**src/rtl/pc_unit_if.sv**
```systemverilog
// -----------------------------------------------------------------------------
// pc_unit_if
// Groups the control and status signals that connect the branch-resolution
// logic (master) to the program counter unit (slave).
//
// Signals (direction seen from the master):
//   stall        out  hold the sequential increment
//   redir_valid  out  redirect the PC to redir_target
//   redir_target out  redirect destination, WIDTH bits
//   call         out  qualifies a redirect as a call (pushes return address)
//   ret          out  return; next PC is popped from the return-address stack
//   pc           in   current fetch address, WIDTH bits
//   pc_valid     in   pc is a valid fetch address
//   ras_empty    in   return-address stack holds no entries
//   ras_full     in   return-address stack is full
//   ras_ovf      in   one-cycle pulse: a push discarded the oldest entry
//   ras_unf      in   one-cycle pulse: ret with an empty stack
//   misalign     in   one-cycle pulse: unaligned redirect target rejected
//                     (present only when PC_ALIGN_CHECK_EN is defined)
// -----------------------------------------------------------------------------
interface pc_unit_if #(
    parameter int WIDTH = 32
) ();
    logic             stall;
    logic             redir_valid;
    logic [WIDTH-1:0] redir_target;
    logic             call;
    logic             ret;
    logic [WIDTH-1:0] pc;
    logic             pc_valid;
    logic             ras_empty;
    logic             ras_full;
    logic             ras_ovf;
    logic             ras_unf;
`ifdef PC_ALIGN_CHECK_EN
    logic             misalign;
`endif

    modport master (
        output stall, redir_valid, redir_target, call, ret,
`ifdef PC_ALIGN_CHECK_EN
        input  misalign,
`endif
        input  pc, pc_valid, ras_empty, ras_full, ras_ovf, ras_unf
    );

    modport slave (
        input  stall, redir_valid, redir_target, call, ret,
`ifdef PC_ALIGN_CHECK_EN
        output misalign,
`endif
        output pc, pc_valid, ras_empty, ras_full, ras_ovf, ras_unf
    );
endinterface

```
**src/rtl/pc_unit.sv**
```systemverilog
// -----------------------------------------------------------------------------
// pc_unit
// Fetch-stage program counter. Generates the fetch address every cycle, steps
// by STEP, accepts branch/jump redirects and keeps a circular return-address
// stack (RAS) for call/return. All outputs are registered.
//
// Parameters:
//   WIDTH        PC width in bits
//   STEP         sequential increment, power of two (1 = word, 4 = byte addr)
//   RESET_VECTOR PC value held during and immediately after reset
//   RAS_DEPTH    number of RAS entries, 2..16
//
// Ports:
//   clk    in  clock, rising edge
//   rst_n  in  asynchronous active-low reset
//   bus    pc_unit_if.slave (control inputs, pc/status outputs)
//
// Optional feature macro: PC_ALIGN_CHECK_EN
//   defined   : unaligned redirect targets are rejected (pc holds, no push,
//               misalign pulses)
//   undefined : low log2(STEP) target bits are forced to zero, no misalign port
//
// Sequencing: while rst_n=0 the block is in its reset condition; the first
// edge after release (START) only raises pc_valid; every later edge (RUN)
// selects the next pc with priority ret > redirect > stall > step.
// -----------------------------------------------------------------------------
module pc_unit #(
    parameter int               WIDTH        = 32,
    parameter int               STEP         = 1,
    parameter logic [WIDTH-1:0] RESET_VECTOR = '0,
    parameter int               RAS_DEPTH    = 4
) (
    input  logic      clk,
    input  logic      rst_n,
    pc_unit_if.slave  bus
);

    localparam int               PW         = $clog2(RAS_DEPTH);
    localparam int               CW         = $clog2(RAS_DEPTH + 1);
    localparam logic [WIDTH-1:0] STEP_W     = WIDTH'(STEP);
    localparam logic [WIDTH-1:0] ALIGN_MASK = WIDTH'(STEP - 1);
    localparam logic [PW-1:0]    LAST_IDX   = PW'(RAS_DEPTH - 1);
    localparam logic [CW-1:0]    FULL_CNT   = CW'(RAS_DEPTH);

    // The reset condition itself is the asserted rst_n; the state register
    // only distinguishes the start edge from normal running.
    typedef enum logic {
        ST_START,
        ST_RUN
    } state_t;

    state_t           state_q;
    logic [WIDTH-1:0] pc_q, pc_d;
    logic             pc_valid_q;
    logic [PW-1:0]    wr_ptr_q, wr_ptr_d;   // slot the next push writes
    logic [CW-1:0]    count_q, count_d;
    logic             ras_empty_q, ras_full_q;
    logic             ras_ovf_q, ras_ovf_d;
    logic             ras_unf_q, ras_unf_d;
`ifdef PC_ALIGN_CHECK_EN
    logic             misalign_q, misalign_d;
    logic             target_bad;
`endif

    logic [WIDTH-1:0] ras_mem [RAS_DEPTH];
    logic             push, pop;
    logic [PW-1:0]    top_idx, next_idx;
    logic [WIDTH-1:0] pc_inc, target_ld;

    // ------------------------------------------------------------------
    // Next-state selection
    // ------------------------------------------------------------------
    always_comb begin
        pc_inc   = pc_q + STEP_W;
        // Circular indices; RAS_DEPTH need not be a power of two.
        top_idx  = (wr_ptr_q == '0) ? LAST_IDX : wr_ptr_q - 1'b1;
        next_idx = (wr_ptr_q == LAST_IDX) ? '0 : wr_ptr_q + 1'b1;

`ifdef PC_ALIGN_CHECK_EN
        target_ld  = bus.redir_target;
        target_bad = |(bus.redir_target & ALIGN_MASK);
        misalign_d = 1'b0;
`else
        target_ld  = bus.redir_target & ~ALIGN_MASK;
`endif

        pc_d      = pc_q;
        push      = 1'b0;
        pop       = 1'b0;
        ras_unf_d = 1'b0;

        if (state_q == ST_RUN) begin
            if (bus.ret) begin
                // ret masks both redir_valid and call.
                if (count_q != '0) begin
                    pc_d = ras_mem[top_idx];
                    pop  = 1'b1;
                end else begin
                    // Underflow still advances, even under stall.
                    pc_d      = pc_inc;
                    ras_unf_d = 1'b1;
                end
            end else if (bus.redir_valid) begin
`ifdef PC_ALIGN_CHECK_EN
                if (target_bad) begin
                    misalign_d = 1'b1;
                end else begin
                    pc_d = target_ld;
                    push = bus.call;
                end
`else
                pc_d = target_ld;
                push = bus.call;
`endif
            end else if (!bus.stall) begin
                pc_d = pc_inc;
            end
        end

        wr_ptr_d  = wr_ptr_q;
        count_d   = count_q;
        ras_ovf_d = 1'b0;
        if (push) begin
            // On a full stack the write slot is the oldest entry, so
            // advancing the pointer overwrites it and the count stays put.
            wr_ptr_d = next_idx;
            if (count_q == FULL_CNT) begin
                ras_ovf_d = 1'b1;
            end else begin
                count_d = count_q + 1'b1;
            end
        end else if (pop) begin
            wr_ptr_d = top_idx;
            count_d  = count_q - 1'b1;
        end
    end

    // ------------------------------------------------------------------
    // RAS storage: contents are don't-care after reset (count gates reads)
    // ------------------------------------------------------------------
    always_ff @(posedge clk) begin
        if (push) begin
            ras_mem[wr_ptr_q] <= pc_inc;
        end
    end

    // ------------------------------------------------------------------
    // State machine and registered outputs
    // ------------------------------------------------------------------
    always_ff @(posedge clk or negedge rst_n) begin
        if (!rst_n) begin
            state_q     <= ST_START;
            pc_q        <= RESET_VECTOR;
            pc_valid_q  <= 1'b0;
            wr_ptr_q    <= '0;
            count_q     <= '0;
            ras_empty_q <= 1'b1;
            ras_full_q  <= 1'b0;
            ras_ovf_q   <= 1'b0;
            ras_unf_q   <= 1'b0;
`ifdef PC_ALIGN_CHECK_EN
            misalign_q  <= 1'b0;
`endif
        end else begin
            case (state_q)
                ST_START: begin
                    // Control inputs ignored; pc stays at RESET_VECTOR.
                    pc_valid_q <= 1'b1;
                    state_q    <= ST_RUN;
                end
                ST_RUN: begin
                    pc_q        <= pc_d;
                    wr_ptr_q    <= wr_ptr_d;
                    count_q     <= count_d;
                    ras_empty_q <= (count_d == '0);
                    ras_full_q  <= (count_d == FULL_CNT);
                    ras_ovf_q   <= ras_ovf_d;
                    ras_unf_q   <= ras_unf_d;
`ifdef PC_ALIGN_CHECK_EN
                    misalign_q  <= misalign_d;
`endif
                end
            endcase
        end
    end

    assign bus.pc        = pc_q;
    assign bus.pc_valid  = pc_valid_q;
    assign bus.ras_empty = ras_empty_q;
    assign bus.ras_full  = ras_full_q;
    assign bus.ras_ovf   = ras_ovf_q;
    assign bus.ras_unf   = ras_unf_q;
`ifdef PC_ALIGN_CHECK_EN
    assign bus.misalign  = misalign_q;
`endif

endmodule

```
**src/flat_wrapper.sv**
```systemverilog
// flat-port wrapper written by rule: the top's interface ports become plain ports
module pc_unit_flat 
#(
    parameter int               WIDTH        = 32,
    parameter int               STEP         = 1,
    parameter logic [WIDTH-1:0] RESET_VECTOR = '0,
    parameter int               RAS_DEPTH    = 4
)
  (clk, rst_n, bus_stall, bus_redir_valid, bus_redir_target, bus_call, bus_ret, bus_pc, bus_pc_valid, bus_ras_empty, bus_ras_full, bus_ras_ovf, bus_ras_unf);
  pc_unit_if #(.WIDTH(WIDTH)) bus_i ();
  input  logic clk;
  input  logic rst_n;
  input wire logic [$bits(bus_i.stall)-1:0] bus_stall;
  input wire logic [$bits(bus_i.redir_valid)-1:0] bus_redir_valid;
  input wire logic [$bits(bus_i.redir_target)-1:0] bus_redir_target;
  input wire logic [$bits(bus_i.call)-1:0] bus_call;
  input wire logic [$bits(bus_i.ret)-1:0] bus_ret;
  output wire logic [$bits(bus_i.pc)-1:0] bus_pc;
  output wire logic [$bits(bus_i.pc_valid)-1:0] bus_pc_valid;
  output wire logic [$bits(bus_i.ras_empty)-1:0] bus_ras_empty;
  output wire logic [$bits(bus_i.ras_full)-1:0] bus_ras_full;
  output wire logic [$bits(bus_i.ras_ovf)-1:0] bus_ras_ovf;
  output wire logic [$bits(bus_i.ras_unf)-1:0] bus_ras_unf;
  assign bus_i.stall = bus_stall;
  assign bus_i.redir_valid = bus_redir_valid;
  assign bus_i.redir_target = bus_redir_target;
  assign bus_i.call = bus_call;
  assign bus_i.ret = bus_ret;
  assign bus_pc = bus_i.pc;
  assign bus_pc_valid = bus_i.pc_valid;
  assign bus_ras_empty = bus_i.ras_empty;
  assign bus_ras_full = bus_i.ras_full;
  assign bus_ras_ovf = bus_i.ras_ovf;
  assign bus_ras_unf = bus_i.ras_unf;
  pc_unit #(.WIDTH(WIDTH), .STEP(STEP), .RESET_VECTOR(RESET_VECTOR), .RAS_DEPTH(RAS_DEPTH)) u_core (.clk(clk), .rst_n(rst_n), .bus(bus_i));
endmodule
```
**config.mk**
```make
export PLATFORM = sky130hd
export DESIGN_NAME = pc_unit_flat
export DESIGN_NICKNAME = d
export VERILOG_FILES = /design/src/rtl/pc_unit_if.sv /design/src/rtl/pc_unit.sv /design/src/flat_wrapper.sv
export SDC_FILE = /design/constraint.sdc
export NUM_CORES = 1
export LEC_CHECK = 0
export CAP_MARGIN = 25
export CORE_ASPECT_RATIO = 0.7
export CORE_MARGIN = 4
export CORE_UTILIZATION = 45
export DETAILED_ROUTE_END_ITERATION = 8
export GPL_TIMING_DRIVEN = 0
export PLACE_DENSITY = 0.61
export SLEW_MARGIN = 20
export SYNTH_ARGS = -nofsm -noshare
export SYNTH_HDL_FRONTEND = slang
export SYNTH_SLANG_ARGS = --single-unit
export TNS_END_PERCENT = 30
```
**constraint.sdc**
```tcl
create_clock -name clk -period 3.55 [get_ports clk]
set_clock_uncertainty 0.2 [all_clocks]
set_input_delay 0.71 -clock clk [delete_from_list [all_inputs] [get_ports clk]]
set_output_delay 0.71 -clock clk [all_outputs]
set_load 0.01 [all_outputs]
```
-- Yosys cells after proc, flatten, opt, wreduce, memory -nomap -nowiden
Memories as Yosys holds them, arrays and structs flattened.
Cells that the tools add are included.
- flip-flop bits (word level): 43
- latch bits: 0
- memory bits (writable): 128
- ROM bits: 0
- bits of input ports: 38
- output and inout bits: 37
- word-level logic and storage cells: 48
- memories: 1
- memory list (memory ; depth ; width ; rd ports ; clocked after Yosys merged registers in ; wr ports ; line ; source):
    u_core.ras_mem ; 4 ; 32 ; 1 ; 0 ; 1 ; pc_unit.sv:65 ; logic [WIDTH-1:0] ras_mem [RAS_DEPTH];
- $add $sub $neg: 5
- multiply operators: 0
- div/mod/pow operators: 0
- $lt $le $gt $ge: 0
- eq/ne operators: 4
- shifts and indexed selects: 0
- mux-type cells: 23
- bitwise gates (word level): 0
- reductions and logical operators: 6
- operators with widths (kind ; count):
    32-bit two-way mux ; 4
    32-bit by 1-bit adder with 32-bit output, second input constant ; 1
    1-bit two-way mux ; 12
    3-bit two-way mux ; 3
    2-bit two-way mux ; 4
    3-bit equality test, second input constant ; 2
    2-bit AND reduction ; 2
    3-bit by 1-bit adder with 3-bit output, second input constant ; 1
    3-bit logical NOT ; 1
    3-bit by 1-bit != test with 1-bit output, second input constant ; 1
    3-bit nonzero test ; 1
    3-bit by 1-bit subtractor with 3-bit output, second input constant ; 1
    2-bit by 1-bit adder with 2-bit output, second input constant ; 1
    2-bit equality test, second input constant ; 1
    2-bit logical NOT ; 1
    2-bit nonzero test ; 1
    2-bit by 1-bit subtractor with 2-bit output, second input constant ; 1

-- Logic depth before layout (Yosys ltp)
Gate-level depths: netlist of the first run.
- word-level depth: 7
- depth in mapped cells: 9
- mapped depth without buffers: 8

-- Worst setup path before layout of the first run
Ideal clock, no wire load.
- path type: input-to-reg
- start: input bus_redir_valid
- end: memory u_core.ras_mem[3][0] (enable)
- setup time: 393 ps
- data arrival time: 2216 ps
- data required time: 2957 ps
- setup slack: 742 ps
- stages: 4
- path buffers: 2
- cells stage by stage: buf_2 > and4b_1 > clkbuf_1 > and2_1
- longest elaborated chain between the ends: 5
- RTL lines (item ; line ; source):
    start, declared ; flat_wrapper.sv:14 ; input wire logic [$bits(bus_i.redir_valid)-1:0] bus_redir_valid;
    1-bit two-way mux ; pc_unit.sv:103 ; end else if (bus.redir_valid) begin
    1-bit two-way mux ; pc_unit.sv:93 ; if (bus.ret) begin
    1-bit two-way mux ; pc_unit.sv:92 ; if (state_q == ST_RUN) begin
    1-bit two-way mux ; pc_unit.sv:142 ; if (push) begin
    1-bit two-way mux (not written as such) ; pc_unit.sv:143 ; ras_mem[wr_ptr_q] <= pc_inc;
    end, declared ; pc_unit.sv:65 ;
Every way passes these cells.

-- Final worst setup path of the first run
- start: input bus_redir_valid
- end: register u_core.pc_q[13] (netlist: u_core.bus.pc[13])
- longest elaborated chain between the ends: 2
- elaborated cells on any way between the ends: 4
- those cells by class: eq/ne: 1; mux: 2; reduce/logical: 1
- RTL lines (item ; line ; source):
    3-bit by 1-bit != test with 1-bit output (no source line) / 32-bit two-way mux (equally long branches) ; - ;
    2-bit AND reduction (no source line) / 32-bit two-way mux (equally long branches) ; - ;
    end signal, assigned ; pc_unit.sv:172 ; pc_q <= pc_d;
    end, declared ; pc_unit.sv:53 ; logic [WIDTH-1:0] pc_q, pc_d;
Parallel ways exist; a longest one is shown, timed or not.
A chain may end at the register's enable or synchronous reset.

==> results summary, run 1 <==
The flow ran to the end, and the final reports show no timing, DRC or antenna violations. The hold buffer count at CTS came out at 0. The post-synthesis net count is 627.

The via count of the first global-routing pass is approximately 5.6k. The path category of the worst min-delay check is primary input to asynchronous set/reset pin. The synthesized-area fraction occupied by ao, oa, aoi and oai cells is a little under an eighth. The largest individual stage delay along the critical path comes from the cell sky130_fd_sc_hd__nor2b_1. The leakage power summed over all cells is about 3.4 nW. The pin count of the biggest net entering global routing is 28. The power density over the cells came out at roughly 800 nW/µm².

The core region area is roughly 17000 µm². By area, the combinational part of the netlist is dominated by compound AO/OA/AOI/OAI gates. The area growth from synthesis to layout is 21.7%.

The number of synthesized flops with an enable pin is ~130. The number of antenna violations at the first check in global routing came out at 0. The area share of and/or/nand/nor cells after synthesis is under 10%. The proportion of synthesized chip area in sequential cells came out at 61.6%.

Detailed placement ended at an HPWL of ~15000 µm. The met3 capacity usage during global routing came out at under 10%. The count of input and output buffers came out at 73.

Prior to clock tree synthesis, the placed netlist has a worst setup slack of -0.0136 ns. The routed via count is around 5.5k. The synthesized design contains approximately 170 register bits. The net count of the finished layout is ~730. The number of hold violations in the final report came out at 0. The DRC violation count after routing came out at 0. The met2 global-route usage came out at about a third. Leaving out fill and tap cells, the most frequent cell in the layout is sky130_fd_sc_hd__edfxtp_1. The clock tree from TritonCTS is yes. The overall fraction of global-route tracks in use came out at between 20% and 30%. The violation count after the first detailed-routing iteration came out at 608. The final global-route overflow total came out at 0. After Yosys synthesis, XOR and XNOR cells account for under 10% of the synthesized area. The critical path capture point type is a flip-flop.

Walking the worst path, the cells encountered are clkdlybuf4s50_1 > buf_2 > buf_1 > nor2b_1 > a22oi_1 > o31a_1 > o22ai_1. The critical path is of the primary input to flip-flop type. Global routing used about a third of the available met1 tracks. The total power of the final layout is ~7.7 mW. For this configuration, the core starts out at a cell density of between 40% and 50%.

The clock network latency to the later pin of the worst-skew pair came out at between 0.4 and 0.5 ns. The largest stage delay on the critical path is 0.77 ns. Of the total synthesized cell area, the portion taken by full adders, half adders and majority gates is between 1 and 1.5%. At the end of routability-driven placement, the weighted congestion stood at between 0.8 and 0.9. During synthesis, Yosys emitted a total of 0 warnings.

The signal arrival time at the worst endpoint is 3.28 ns. A synthesized cell averages about 14 µm². In the final layout, the share of cells above drive strength 1 is between 10% and 20%. The wire length of the first global-routing pass came out at 33000 µm. Setup repair after global routing left no endpoint under its margin.

The worst pin sits at a relative slew slack of 29.9%. In the final routed layout, each cell accounts on average for 23.2 µm. The first detailed-routing pass took 5 iterations.

75 I/O pins were placed. The clock-pin slew reported for the worst setup and hold paths after clock tree synthesis is ~0.07 ns. The number of distinct library cell variants in the gate-level netlist after synthesis is 63. The die is roughly 120 µm tall. The number of antenna diodes in the final layout is 0.

Gates resized during post-CTS repair numbered 0. In this run the remaining antenna-violating nets after routing total 0. The site row count is 40. The maximum clock path buffer count came out at 2.

The post-synthesis cell count is ~580. The number of setup buffers added after CTS is 0. VDD sags by at most 0.341 mV. The type of origin of the critical path is a primary input. The total of max-cap violations came out at 0.

The most used routing layer is met2. The cell area after synthesis came out at around 8000 µm². The highest net fanout along the worst path came out at 10. The top cell types in the final layout, fill and taps aside, are sky130_fd_sc_hd__edfxtp_1 (128), sky130_fd_sc_hd__clkdlybuf4s50_1 (72), sky130_fd_sc_hd__dfrtp_1 (42).

The sink count of the clock tree came out at ~170. The floorplan die area came out at approximately 20000 µm². The die span in x came out at roughly 170 µm. The endpoint required time on the critical path came out at ~3.7 ns.

The number of vias per cell after detailed routing is roughly 5.9. The final number of max-transition violations is 0. The proportion of synthesized flip-flops having asynchronous set or reset is between 20% and 30%. In this run, CTS created clock tree buffers numbering 17. Among all flip-flop cells after synthesis, the most frequent one is sky130_fd_sc_hd__edfxtp_1. The final setup violation count came out at 0.

The share of cell area taken by muxes after synthesis came out at 10.3%. The portion of the clock cycle consumed by the worst path in the final layout is roughly 90%. The root buffer cell is sky130_fd_sc_hd__clkbuf_16. The timing-limited maximum frequency came out at ~0.32 GHz. The time the worst path needs with I/O delays and setup came out at approximately 3.1 ns. The final worst setup slack is around 0.41 ns. The deepest level of the CTS H-tree is 4. The final layout contains routed wiring with a total length of ~21000 µm. The pin slew with the least headroom to its limit came out at about 1.0 ns.
==> layout make-up <==
type | instances | area, µm²
fill | 1418 | 7550
sequential | 171 | 4920
multi-input combinational | 355 | 2830
timing repair buffer | 79 | 833
clock buffer | 17 | 425
tap | 231 | 289
clock inverter | 15 | 178
buffer | 37 | 174
inverter | 18 | 67.6
==> power by group <==
| part | internal (mW) | switching [mW] | leakage, nW | total, mW |
|---|---|---|---|---|
| Sequential | 2.65 | 0.384 | 1.66 | 3.03 |
| Combinational | 1.32 | 1.48 | 1.43 | 2.80 |
| Clock | 1.06 | 0.831 | 0.294 | 1.89 |
==> critical path, delay by kind of cell <==
kind | cells | cell delay [ns]
simple gates | 1 | 0.77
buf+inv | 3 | 1.23
compound gates | 3 | 0.57
==> logic make-up (layout without fill, tap and decap cells) <==
family | Yosys count | in the layout
adders and majority gates | 8 | 8
and+or+nand+nor | 124 | 124
xor gates and xnor gates | 32 | 32
DFF | 171 | 171
AOI/OAI and AO/OA | 135 | 135
other | 1 | 1
muxes | 55 | 55
buffers and inverters | 55 | 166
==> sequential cells by signal, summed over array words and instances, names as in the netlist <==
signal	count
u_core.bus.pc	32
u_core.state_q	1
u_core.bus.ras_empty	1
u_core.ras_mem	128
u_core.bus.pc_valid	1
u_core.bus.ras_unf	1
u_core.wr_ptr_q	2
u_core.bus.ras_full	1
u_core.bus.ras_ovf	1
u_core.count_q	3
==> layer usage <==
layer,wire [µm],part of all wire (%)
met4,244,1.1
met3,1550,7.2
met5,0,0
met2,9900,46
met1,9750,45
==> per-stage QoR <==
| stage | setup TNS, ns | instance area, µm² | instances | utilization [%] | hold WS, ns |
|---|---|---|---|---|---|
| final | 0 | 9710 | 923 | 56.3 | 0.0289 |
| after global routing | 0 | 9710 | 923 | 56.3 | 0.0422 |
| after CTS | 0 | 9710 | 923 | 56.3 | 0.0206 |
| after detailed placement | -0.0136 | 9110 | 891 | 52.8 | 0.257 |
| after global placement | -85.29 | 9000 | 885 | 52.1 | 0.248 |
| after floorplan | 0 | 7980 | 581 | - | 0.214 |
==> final timing paths <==
path,startpoint,endpoint,slack (ns),cells past startpoint
worst max-delay path,bus_redir_valid,u_core.bus.pc[13]$_DFFE_PN0P_,0.41,7
worst min-delay path,rst_n,u_core.bus.pc[1]$_DFFE_PN0P_,0.03,1
worst max register to register,u_core.wr_ptr_q[0]$_DFFE_PN0P_,u_core.bus.pc[19]$_DFFE_PN0P_,0.49,9
worst min register to register,u_core.bus.pc_valid$_DFFE_PN0N_,u_core.bus.pc_valid$_DFFE_PN0N_,0.27,1
max in group asynchronous,rst_n,u_core.bus.pc[20]$_DFFE_PN0P_,2.58,2
min in group clk,u_core.bus.pc_valid$_DFFE_PN0N_,u_core.bus.pc_valid$_DFFE_PN0N_,0.27,1
==> cells in the mapped netlist (3+ instances only) <==
master                      number  area [µm²]
sky130_fd_sc_hd__edfxtp_1      128        3840
sky130_fd_sc_hd__dfrtp_1        42        1050
sky130_fd_sc_hd__nand2_1        36         135
sky130_fd_sc_hd__o21ai_0        35         175
sky130_fd_sc_hd__mux2_2         26         293
sky130_fd_sc_hd__xnor2_1        23         201
sky130_fd_sc_hd__a21oi_1        22         110
sky130_fd_sc_hd__clkbuf_1       22        82.6
sky130_fd_sc_hd__mux4_2         19         428
sky130_fd_sc_hd__nand3_1        19        95.1
sky130_fd_sc_hd__inv_1          18        67.6
sky130_fd_sc_hd__nor2_1         17        63.8
sky130_fd_sc_hd__a221oi_1       10        87.6
sky130_fd_sc_hd__mux2i_1        10         100
sky130_fd_sc_hd__a2bb2oi_1       9        78.8
sky130_fd_sc_hd__buf_2           9        45.0
sky130_fd_sc_hd__nand4_1         9        56.3
sky130_fd_sc_hd__xor2_1          9        78.8
sky130_fd_sc_hd__ha_1            8         100
sky130_fd_sc_hd__and2_1          7        43.8
sky130_fd_sc_hd__a31oi_1         6        37.5
sky130_fd_sc_hd__o221ai_1        6        52.6
sky130_fd_sc_hd__o22a_1          6        52.6
sky130_fd_sc_hd__o22ai_1         6        37.5
sky130_fd_sc_hd__and3_1          5        31.3
sky130_fd_sc_hd__nor3_1          5        25.0
sky130_fd_sc_hd__a211oi_1        4        30.0
sky130_fd_sc_hd__a222oi_1        4        40.0
sky130_fd_sc_hd__and4_1          4        35.0
sky130_fd_sc_hd__nor4_1          4        25.0
sky130_fd_sc_hd__o21a_1          4        30.0
sky130_fd_sc_hd__o2bb2ai_1       4        35.0
sky130_fd_sc_hd__nand2b_1        3        18.8
sky130_fd_sc_hd__nor2b_1         3        18.8
No activity file was read; power rests on OpenSTA's default activity.
==> run 2: changes to the inputs <==
--- a/config.mk
+++ b/config.mk
@@ -6,12 +6,15 @@
 export NUM_CORES = 1
 export LEC_CHECK = 0
 export CAP_MARGIN = 25
+export CELL_PAD_IN_SITES_DETAIL_PLACEMENT = 0
+export CELL_PAD_IN_SITES_GLOBAL_PLACEMENT = 1
 export CORE_ASPECT_RATIO = 0.7
 export CORE_MARGIN = 4
 export CORE_UTILIZATION = 45
+export CTS_BUF_LIST = sky130_fd_sc_hd__clkbuf_8
 export DETAILED_ROUTE_END_ITERATION = 8
 export GPL_TIMING_DRIVEN = 0
-export PLACE_DENSITY = 0.61
+export PLACE_DENSITY = 0.72
 export SLEW_MARGIN = 20
 export SYNTH_ARGS = -nofsm -noshare
 export SYNTH_HDL_FRONTEND = slang
==> results summary, run 2 (synthesis results as in run 1) <==
The estimated wirelength of the detail-placed design was 14800 µm (-0.20%). The part of the total power dissipated in combinational logic came out at 38.9% (+2.7 points). Clock tree synthesis selected as its root buffer the cell sky130_fd_sc_hd__clkbuf_8. The clock network latency to the later pin of the worst-skew pair came to 0.47 ns (+0.04 ns). The first-pass detailed-route iteration total is 5 (unchanged).

By startpoint and endpoint, the worst setup path is classified as flip-flop to flip-flop. The minimum setup slack among reg-to-reg paths was 0.44 ns (-0.05 ns). The total of max-cap violations is 0 (unchanged). The hold buffer count at CTS came out at 0 (unchanged).

The internal portion of total power is 4.56 mW (-9.4%). The site row count came out at 40 (unchanged). The path category of the worst min-delay check is primary input to asynchronous set/reset pin. The final routed wirelength across all metal layers is 21600 µm (+0.79%).

The floorplan die area was 20000 µm² (unchanged). The area growth from synthesis to layout is 19.0%. The overall fraction of global-route tracks in use is 22.0% (-0.12 points).

The number of cells on the worst reg-to-reg path was 9 (unchanged). The last weighted congestion value of the routability-driven placer came out at 0.814 (+0.92%). The run finished with clean final reports. The power spent charging and discharging nets came out at 2.68 mW (-0.71%).

The cell area after layout is 9500 µm² (-2.2%). The worst register-to-register path ends at u_core.bus.pc[19]$_DFFE_PN0P_. The number of inserted diodes was 0 (unchanged). The deepest level of the CTS H-tree came out at 4 (unchanged).

The total power of the final layout is 7.23 mW (-6.4%). The number of vias per cell after detailed routing is 5.86 (-1.3%). The sink count of the clock tree is 171 (unchanged). The pin slew with the least headroom to its limit came out at 0.925 ns (-0.116 ns). The worst hold margin is 0.0647 ns (+0.0357 ns). The ratio of cells with drive above 1 in the final layout is 16.7% (-0.096 points). The wire length per cell is 23.5 µm (+1.0%).

The tightest slew margin relative to the limit came out at 37.8% (+7.8 points). STA classifies the critical path startpoint as a flip-flop. The pin count of the biggest net entering global routing is 44 (+57%). The final global-route overflow total came out at 0 (unchanged). The DRC violation count after routing is 0 (unchanged). The post-route core utilization is 55.0% (-1.2 points).

The number of hold violations in the final report is 0 (unchanged). The wire length of the first global-routing pass is 32800 µm (-0.61%). The leakage power summed over all cells came out at 3.29 nW (-2.9%). Setup repair after global routing left no endpoint under its margin. The number of antenna violations at the first check in global routing came to 0 (unchanged). The count of input and output buffers is 73 (unchanged). Leaving out fill and tap cells, the most frequent cells in the layout are sky130_fd_sc_hd__edfxtp_1 (128), sky130_fd_sc_hd__clkdlybuf4s50_1 (72), sky130_fd_sc_hd__dfrtp_1 (42). The highest net fanout along the worst path came to 10 (unchanged). TritonCTS built the clock tree. The number of buffers inserted by post-CTS setup repair was 0 (unchanged).

The number of top-level design ports is 75 (unchanged). The startpoint identified for the worst register-to-register timing path is u_core.wr_ptr_q[0]$_DFFE_PN0P_. The core region area is 17300 µm² (unchanged). The worst slack at placement came out at 0.0701 ns (+0.0837 ns).

The signal arrival time at the worst endpoint is 3.24 ns (-0.04 ns). The starting density of the core came out at 46.2% (unchanged). The power density over the cells came to 761 nW/µm² (-4.3%). The final layout net count came to 723 (-0.28%). The count of instances resized after the clock tree is built is 0 (unchanged). The library cell used most frequently in the layout, excluding fill and tap cells, is sky130_fd_sc_hd__edfxtp_1. The routed via count came out at 5397 (-1.5%). The number of flip-flops under the largest register name was 128 (unchanged). The violation count after the first detailed-routing iteration came out at 542 (-11%).

The final setup violation count was 0 (unchanged). The height of the die was 119 µm (unchanged). The portion of the clock cycle consumed by the worst path in the final layout came out at 87.5% (-0.95 points). The endpoint required time on the critical path is 3.68 ns (about the same). The number of nets with antenna violations after routing came out at 0 (unchanged). The post-place instance area is 9100 µm² (-0.15%). The part of the power in the clock network came out at 19.3% (-5.2 points). The die span in x is 167 µm (unchanged).

The maximum clock path buffer count came out at 2 (unchanged). The via count of the first global-routing pass came out at 5293 (-5.0%). The critical path capture point type is a flip-flop. The number of clock buffers inserted by TritonCTS came out at 17 (unchanged). The proportion of total power due to net switching is 37.0% (+2.1 points).

The clock-pin slew reported for the worst setup and hold paths after clock tree synthesis is 0.10 ns (+0.03 ns). The most flop-heavy register is u_core.ras_mem. The time the worst path needs with I/O delays and setup is 3.11 ns (-0.0337 ns). The final number of max-transition violations is 0 (unchanged). The sequential share of power is 41.8% (+2.5 points). The worst-case vdd ir drop came to 0.349 mV (+2.3%). The timing-limited maximum frequency is 0.322 GHz (+1.1%). The final worst setup slack came out at 0.445 ns (+0.0337 ns).
-- run 2: metal layers --
metal,wire [µm],track usage [%],share of wire [%],vias up
li1,-,-,-,2458
met1,9970,32.6,46,2719
met2,9720,32.6,45,208
met3,1730,6.50,8.0,12
met4,195,4.11,0.90,0
met5,0,0,0,-
-- run 2: worst max path at each step --
stage | start | slack, ns | depth (start not counted) | to
2_1_floorplan | bus_redir_valid | 0.74 | 4 | u_core.ras_mem[3][0]$_DFFE_PP_
3_3_place_gp | bus_redir_valid | -0.71 | 5 | u_core.ras_mem[1][18]$_DFFE_PP_
3_5_place_dp | bus_redir_valid | 0.07 | 7 | u_core.bus.pc[13]$_DFFE_PN0P_
4_1_cts | u_core.wr_ptr_q[0]$_DFFE_PN0P_ | 0.50 | 9 | u_core.bus.pc[19]$_DFFE_PN0P_
5_1_grt | u_core.count_q[1]$_DFFE_PN0P_ | 0.30 | 8 | u_core.bus.pc[4]$_DFFE_PN0P_
6_report | u_core.wr_ptr_q[0]$_DFFE_PN0P_ | 0.44 | 9 | u_core.bus.pc[19]$_DFFE_PN0P_
-- run 2: power by group through the flow --
stage	Combinational, mW	Clock [mW]	Sequential, mW
5_1_grt	3.04	1.50	3.07
3_3_place_gp	2.71	0	3.05
3_5_place_dp	2.79	0	3.06
2_1_floorplan	1.68	0	3.04
6_report	2.81	1.40	3.03
4_1_cts	2.81	1.41	3.02
-- run 2: final cells by class --
type	instances	area (µm²)
plain buffers	37	174
repair buffers	77	816
fillers	1447	7770
well taps	231	289
multi-input cells	355	2830
clock inverters	15	168
clock buffers	17	234
inverters	18	67.6
flip-flops and latches	171	4920
-- run 2: per-stage QoR --
step	instances	TNS (ns)
finish	921	0
floorplan	581	0
global placement	885	-89.85
detailed placement	889	0
global route	921	0
CTS	921	0
-- run 2: critical path, stage by stage, from the launching register on --
cell and delay, ns:
sky130_fd_sc_hd__dfrtp_1 0.44, sky130_fd_sc_hd__inv_1 0.09, sky130_fd_sc_hd__ha_1 0.22, sky130_fd_sc_hd__nor2b_1 0.11
sky130_fd_sc_hd__buf_2 0.24, sky130_fd_sc_hd__buf_2 0.42, sky130_fd_sc_hd__mux2_2 0.39, sky130_fd_sc_hd__a221oi_1 0.56
sky130_fd_sc_hd__a21oi_1 0.15, sky130_fd_sc_hd__a2bb2oi_1 0.15
==> run 3: changes to the inputs <==
==> constraint.sdc (replaced) <==
create_clock -name clk -period 3.73 [get_ports clk]
set_clock_uncertainty 0.2 [all_clocks]
set_input_delay 0.746 -clock clk [delete_from_list [all_inputs] [get_ports clk]]
set_output_delay 0.746 -clock clk [all_outputs]
set_load 0.01 [all_outputs]
==> results of run 3 <==
The final DEF is identical to that of run 2. Status: completed.
Among the figures that moved: setup slack after placement 0.0701 ns -> 0.214 ns; setup slack after layout 0.445 ns -> 0.625 ns; hold slack 0.0647 ns -> 0.101 ns; register-to-register setup slack 0.44 ns -> 0.62 ns; total power 7.23 mW -> 6.88 mW; worst IR drop on VDD 0.349 mV -> 0.332 mV
